File: src/rtl/ps2_zx_keymatrix.sv
// PS/2 set-2 keyboard receiver that maintains the 40-key ZX Spectrum matrix.
// It also tracks F1 and F11 and answers port-#FE half-row reads on KEYB.
module ps2_zx_keymatrix #(
   parameter int unsigned FILT_LEN    = 8,
   parameter int unsigned TIMEOUT_CYC = 14000
) (
   input  logic        CLK,
   input  logic        nRESET,
   input  logic        PS2_CLK,
   input  logic        PS2_DAT,
   input  logic [15:0] A,
   output logic [4:0]  KEYB,
   output logic        F1,
   output logic        F11
);

   localparam int unsigned FILT_W   = $clog2(FILT_LEN + 1);
   localparam int unsigned TO_W     = $clog2(TIMEOUT_CYC + 1);
   localparam int unsigned NUM_KEYS = 44;
   localparam int unsigned KEY_W    = 6;

   typedef enum logic [1:0] {IDLE, DATA, PARITY, STOP} state_t;

   // Matrix keys use index row*5+col; the others are extra shared keys, then F1 and F11.
   function automatic logic [KEY_W-1:0] key_idx(input logic [7:0] code);
      case (code)
         8'h12: key_idx = 6'd0;   8'h1A: key_idx = 6'd1;   8'h22: key_idx = 6'd2;
         8'h21: key_idx = 6'd3;   8'h2A: key_idx = 6'd4;   8'h1C: key_idx = 6'd5;
         8'h1B: key_idx = 6'd6;   8'h23: key_idx = 6'd7;   8'h2B: key_idx = 6'd8;
         8'h34: key_idx = 6'd9;   8'h15: key_idx = 6'd10;  8'h1D: key_idx = 6'd11;
         8'h24: key_idx = 6'd12;  8'h2D: key_idx = 6'd13;  8'h2C: key_idx = 6'd14;
         8'h16: key_idx = 6'd15;  8'h1E: key_idx = 6'd16;  8'h26: key_idx = 6'd17;
         8'h25: key_idx = 6'd18;  8'h2E: key_idx = 6'd19;  8'h45: key_idx = 6'd20;
         8'h46: key_idx = 6'd21;  8'h3E: key_idx = 6'd22;  8'h3D: key_idx = 6'd23;
         8'h36: key_idx = 6'd24;  8'h4D: key_idx = 6'd25;  8'h44: key_idx = 6'd26;
         8'h43: key_idx = 6'd27;  8'h3C: key_idx = 6'd28;  8'h35: key_idx = 6'd29;
         8'h5A: key_idx = 6'd30;  8'h4B: key_idx = 6'd31;  8'h42: key_idx = 6'd32;
         8'h3B: key_idx = 6'd33;  8'h33: key_idx = 6'd34;  8'h29: key_idx = 6'd35;
         8'h59: key_idx = 6'd36;  8'h3A: key_idx = 6'd37;  8'h31: key_idx = 6'd38;
         8'h32: key_idx = 6'd39;  8'h14: key_idx = 6'd40;  8'h66: key_idx = 6'd41;
         8'h05: key_idx = 6'd42;  8'h78: key_idx = 6'd43;
         default: key_idx = 6'd63;
      endcase
   endfunction

   logic              clk_meta, clk_sync, dat_meta, dat_sync;
   logic              clk_filt;
   logic [FILT_W-1:0] filt_cnt;
   logic              fall, bit_s;
   logic [TO_W-1:0]   to_cnt;
   logic              timeout;
   state_t            state, state_nxt;
   logic [7:0]        shift;
   logic [2:0]        bit_cnt;
   logic              par_ok;
   logic              byte_valid_c, frame_err_c;
   logic              rel, ext;
   logic [KEY_W-1:0]  idx;
   logic [NUM_KEYS-1:0] held;
   logic [39:0]       pressed;
   logic              unused_lo;

   assign unused_lo = ^A[7:0];

   // Two-stage synchronisers for both PS/2 lines
   always_ff @(posedge CLK or negedge nRESET) begin
      if (!nRESET) begin
         clk_meta <= 1'b1;
         clk_sync <= 1'b1;
         dat_meta <= 1'b1;
         dat_sync <= 1'b1;
      end else begin
         clk_meta <= PS2_CLK;
         clk_sync <= clk_meta;
         dat_meta <= PS2_DAT;
         dat_sync <= dat_meta;
      end
   end

   // Accept a PS2_CLK level only after FILT_LEN consecutive differing samples
   always_ff @(posedge CLK or negedge nRESET) begin
      if (!nRESET) begin
         clk_filt <= 1'b1;
         filt_cnt <= '0;
         fall     <= 1'b0;
         bit_s    <= 1'b1;
      end else begin
         fall <= 1'b0;
         if (clk_sync == clk_filt) begin
            filt_cnt <= '0;
         end else if (filt_cnt == FILT_W'(FILT_LEN - 1)) begin
            clk_filt <= clk_sync;
            filt_cnt <= '0;
            if (clk_filt) begin
               fall  <= 1'b1;
               bit_s <= dat_sync;
            end
         end else begin
            filt_cnt <= filt_cnt + 1'b1;
         end
      end
   end

   always_ff @(posedge CLK or negedge nRESET) begin
      if (!nRESET) begin
         to_cnt <= '0;
      end else if (fall || state == IDLE) begin
         to_cnt <= '0;
      end else if (to_cnt != TO_W'(TIMEOUT_CYC)) begin
         to_cnt <= to_cnt + 1'b1;
      end
   end

   assign timeout = (to_cnt == TO_W'(TIMEOUT_CYC));

   always_ff @(posedge CLK or negedge nRESET) begin
      if (!nRESET) state <= IDLE;
      else         state <= state_nxt;
   end

   always_comb begin
      state_nxt = state;
      if (fall) begin
         case (state)
            IDLE:    if (!bit_s) state_nxt = DATA;
            DATA:    if (bit_cnt == 3'd7) state_nxt = PARITY;
            PARITY:  state_nxt = STOP;
            STOP:    state_nxt = IDLE;
            default: state_nxt = IDLE;
         endcase
      end else if (timeout && state != IDLE) begin
         state_nxt = IDLE;
      end
   end

   always_comb begin
      byte_valid_c = 1'b0;
      frame_err_c  = 1'b0;
      if (fall && state == STOP) begin
         if (bit_s && par_ok) byte_valid_c = 1'b1;
         else                 frame_err_c  = 1'b1;
      end
   end

   // Shift register, bit counter and odd-parity check
   always_ff @(posedge CLK or negedge nRESET) begin
      if (!nRESET) begin
         shift   <= '0;
         bit_cnt <= '0;
         par_ok  <= 1'b0;
      end else begin
         if (state == IDLE) bit_cnt <= '0;
         if (fall && state == DATA) begin
            shift   <= {bit_s, shift[7:1]};
            bit_cnt <= bit_cnt + 1'b1;
         end
         if (fall && state == PARITY) par_ok <= ^{bit_s, shift};
      end
   end

   assign idx = key_idx(shift);

   // Prefix flags and per-key held state
   always_ff @(posedge CLK or negedge nRESET) begin
      if (!nRESET) begin
         rel  <= 1'b0;
         ext  <= 1'b0;
         held <= '0;
      end else if (frame_err_c) begin
         rel <= 1'b0;
         ext <= 1'b0;
      end else if (byte_valid_c) begin
         if (shift == 8'hF0) begin
            rel <= 1'b1;
         end else if (shift == 8'hE0) begin
            ext <= 1'b1;
         end else begin
            if (!ext && idx < KEY_W'(NUM_KEYS)) held[idx] <= ~rel;
            rel <= 1'b0;
            ext <= 1'b0;
         end
      end
   end

   // Shared matrix bits read pressed while any contributing key is held
   always_comb begin
      pressed     = held[39:0];
      pressed[0]  = held[0]  | held[41];
      pressed[20] = held[20] | held[41];
      pressed[36] = held[36] | held[40];
   end

   always_comb begin
      KEYB = 5'h1F;
      for (int r = 0; r < 8; r++) begin
         if (!A[8+r]) begin
            for (int c = 0; c < 5; c++) begin
               if (pressed[r*5+c]) KEYB[c] = 1'b0;
            end
         end
      end
   end

   assign F1  = held[42];
   assign F11 = held[43];

endmodule

File: config.mk
export PLATFORM = sky130hd
export DESIGN_NAME = ps2_zx_keymatrix
export DESIGN_NICKNAME = d
export VERILOG_FILES = /design/src/rtl/ps2_zx_keymatrix.sv
export SDC_FILE = /design/constraint.sdc
export NUM_CORES = 1
export LEC_CHECK = 0
export CORE_MARGIN = 5
export CORE_UTILIZATION = 35
export CTS_BUF_LIST = sky130_fd_sc_hd__clkbuf_8
export CTS_CLUSTER_SIZE = 24
export DETAILED_ROUTE_END_ITERATION = 8
export PLACE_DENSITY = 0.57
export SLEW_MARGIN = 20
export SYNTH_ARGS = -nofsm -noshare
export SYNTH_HDL_FRONTEND = slang
export SYNTH_SLANG_ARGS = --single-unit
File: constraint.sdc
create_clock -name CLK -period 3.5 [get_ports CLK]
set_input_delay 0.875 -clock CLK [delete_from_list [all_inputs] [get_ports CLK]]
set_output_delay 0.875 -clock CLK [all_outputs]
set_load 0.02 [all_outputs]
==> out/metrics.csv <==
metric,value,unit
DRC Markers,0,
setup bufs post-CTS,0,
Setup crit start,A[8],
Slew @ Worst Pin,726.0,ps
Worst EP arrival,2400,ps
internal power,1.448,mW
"commonest non-fill, non-tap cells in the layout","78 x dfrtp_1, 39 x o21ai_0, 38 x inv_1",
gpl congestion,0.8757,
Avg WL per Cell,16.12,um
H-tree levels,3,
status,"complete, no violations",
Mapped Nets,596,
Main synth FF type,dfrtp_1,
FMAX,305.7,MHz
CTS max path bufs,2,
clock skew,10.53,ps
First DRT Iteration DRCs,400,
Crit path depth,6,
net switching fraction of the power,22.01,%
Gate Count Post-Synth,555,
worst r2r path cells,10,
worst min path class,reg -> reg,
leading area contributor after synthesis,dfrtp_1,
area share of the largest cell type after synthesis,38.14,%
die height,131.7,um
normalized max-slew margin,51.60,%
first-pass GRT wire length,21.00,mm
number of synthesized flops with an enable pin,0,
asr flop ratio synth,100.0,%
CTS tree,built,
Clock Sinks,85,
final hold viol count,0,
Yosys warnings,0,
mapped cell area,5184,um2
Final Util,39.98,%
Crit. End Element,primary output,
DR vias,4280,
initial antenna violation count,0,
Worst Path Buf+Inv,3,
clk_lat worst skew,350,ps
NetSw,408.7,uW
hold buffer count at cts,0,
Final ANT Viol Nets,0,
pre-CTS setup slack,-36.78,ps
#FFs+latches synth,85,
fin nets,612,
largest net degree at the start of global routing,54,
sequential power share,54.5,%
drt pass-1 iters,5,
HPWL Detailed,8.725,mm
die width,131.7,um
Worst path slowest cell,clkdlybuf4s50_1,
Logic pwr share,4.0,%
synthesis-to-layout area growth,12.09,%
PD cells,319.5,nW/um2
mean post-synth cell area,9.340,um2
CP Class,in -> out,
reg2reg start,shift[0],
"Distinct cells, synth",68,
total wire length,12.25,mm
final worst setup slack,228.4,ps
Core Rows,44,
crit-path leading delay family,buffers and inverters,
"commonest non-fill, non-tap cell in the layout",dfrtp_1,
Static Leak,2.333,nW
worst-path fanout max,2,
max cap viols,0,
reg-to-reg endpoint,held[26],
Clock power frac,41.5,%
I/O pin cnt,27,
Final Cycle Share,93.48,%
vias in the first global route,4213,
fin. max-slew vios,0,
n_diodes,0,
fraction of layout instances using a drive strength above 1,12.50,%
Critical Path Source Type,input port,
Port Buffers,18,
gr usage total,14.32,%
R2R setup slack,240,ps
end of the critical path,KEYB[1],
sequential element share of the synthesized area,41.18,%
setup_tns,0,ps
top post-synthesis cells by area,"dfrtp_1 38%, ha_1 5.1%, o31ai_1 4.6%",
area of the core,14530,um2
grt total ovfl,0,
final setup fails,0,
CP max stage delay,500,ps
TritonCTS Buffers,9,
Initial Utilization,35.67,%
clk slew on worst S/H paths,80,ps
min Tclk post-route,3272,ps
DIE AREA,17340,um2
CTS root buf,clkbuf_8,
crit-path cells,clkdlybuf4s50_1 > inv_1 > a22o_1 > a221oi_1 > o211a_1 > dlygate4sd2_1,
worst endpoint required time,2620,ps
Worst VDD drop,0.1688,mV
Vias per Instance,5.632,
sequential cells by signal, indices dropped and copies added, names as in the netlist, 2 cells and up:
register	cells
shift	8
bit_cnt	3
state	2
held	44
filt_cnt	4
to_cnt	14
cell usage after synthesis, types with 6 or more instances:
master and number:
or2_2 8, buf_6 8, ha_1 21, o21ai_1 9, nand3b_1 7, nor2_1 31
inv_1 36, dfrtp_1 79, nand3_1 20, o31ai_1 32, buf_2 9, nor4_1 6
a22oi_1 11, nand2_1 35, nor3_1 14, dfstp_2 6, nand2b_1 12, mux2i_1 16
mux2_2 6, o21ai_0 39, nand4_1 8, a21oi_1 19, xnor2_1 8, clkbuf_1 21
nor2b_1 7
logic make-up (layout without fill, tap and decap cells):
| group | after synthesis | count (layout) | synth area share, % |
|---|---|---|---|
| adder cells (fa/ha/maj) | 21 | 21 | 5.069 |
| flip-flops | 85 | 85 | 41.18 |
| buffers and inverters | 77 | 98 | 7.386 |
| multiplexers | 22 | 22 | 4.393 |
| AO/OA/AOI/OAI | 161 | 161 | 21.31 |
| XOR/XNOR | 13 | 13 | 2.196 |
| AND/OR/NAND/NOR | 176 | 176 | 18.47 |
cell type report:
type,count,area (um2)
clock buffers,10,137.6
clock inverters,6,81.33
fillers,1436,8723
inverters,37,138.9
multi-input cells,393,2673
flip-flops and latches,85,2136
well taps,184,230.2
repair buffers,45,414.1
per-stage QoR:
| step | hold WS, ps | instance area [um2] | instances | power, mW |
|---|---|---|---|---|
| after global placement | 345.8 | 5575 | 744 | 1.103 |
| after CTS | 359.0 | 5793 | 760 | 1.882 |
| after global routing | 362.5 | 5811 | 760 | 1.936 |
| final | 359.3 | 5811 | 760 | 1.857 |
| after floorplan | 345.2 | 5184 | 555 | 1.059 |
| after detailed placement | 346.8 | 5575 | 744 | 1.107 |
how the worst min path moves through the flow:
stage | start | endpoint | slack, ps | cells past startpoint
5_1_grt | clk_meta | clk_sync | 360 | 0
3_5_place_dp | dat_meta | dat_sync | 350 | 0
6_report | dat_meta | dat_sync | 360 | 0
4_1_cts | dat_meta | dat_sync | 360 | 0
2_1_floorplan | clk_meta | clk_sync | 350 | 0
3_3_place_gp | dat_meta | dat_sync | 350 | 0
layer usage:
layer | routed length (um) | share of wire (%) | global-route usage [%] | up-vias
li1 | - | - | - | 2066
met1 | 5728 | 47 | 19.55 | 2077
met2 | 5692 | 46 | 22.77 | 113
met3 | 543 | 4.4 | 3.135 | 24
met4 | 287 | 2.3 | 4.400 | 0
met5 | 0 | 0 | 0 | -
power groups by stage:
stage | sequential (mW) | clock (mW) | combinational (mW)
2_1_floorplan | 1.03 | 0 | 0.0309
3_3_place_gp | 1.03 | 0 | 0.0734
3_5_place_dp | 1.03 | 0 | 0.0751
4_1_cts | 1.01 | 0.794 | 0.0759
5_1_grt | 1.01 | 0.834 | 0.0870
6_report | 1.01 | 0.770 | 0.0738
repair_timing:
item	in CTS	in global routing
setup endpoints to repair	1	15
endpoints found under the hold margin	0	0
resized for setup	1	6
pin swaps	0	0
worst register-to-register path: stages (launching register included):
cell,delay [ps]
dfrtp_1,380
inv_1,170
ha_1,350
buf_4,190
nor2b_1,250
a21o_1,150
o311ai_0,230
a21oi_1,270
nand4bb_1,470
nor4_1,480
mux2i_1,250
No activity file was read; power rests on OpenSTA's default activity.
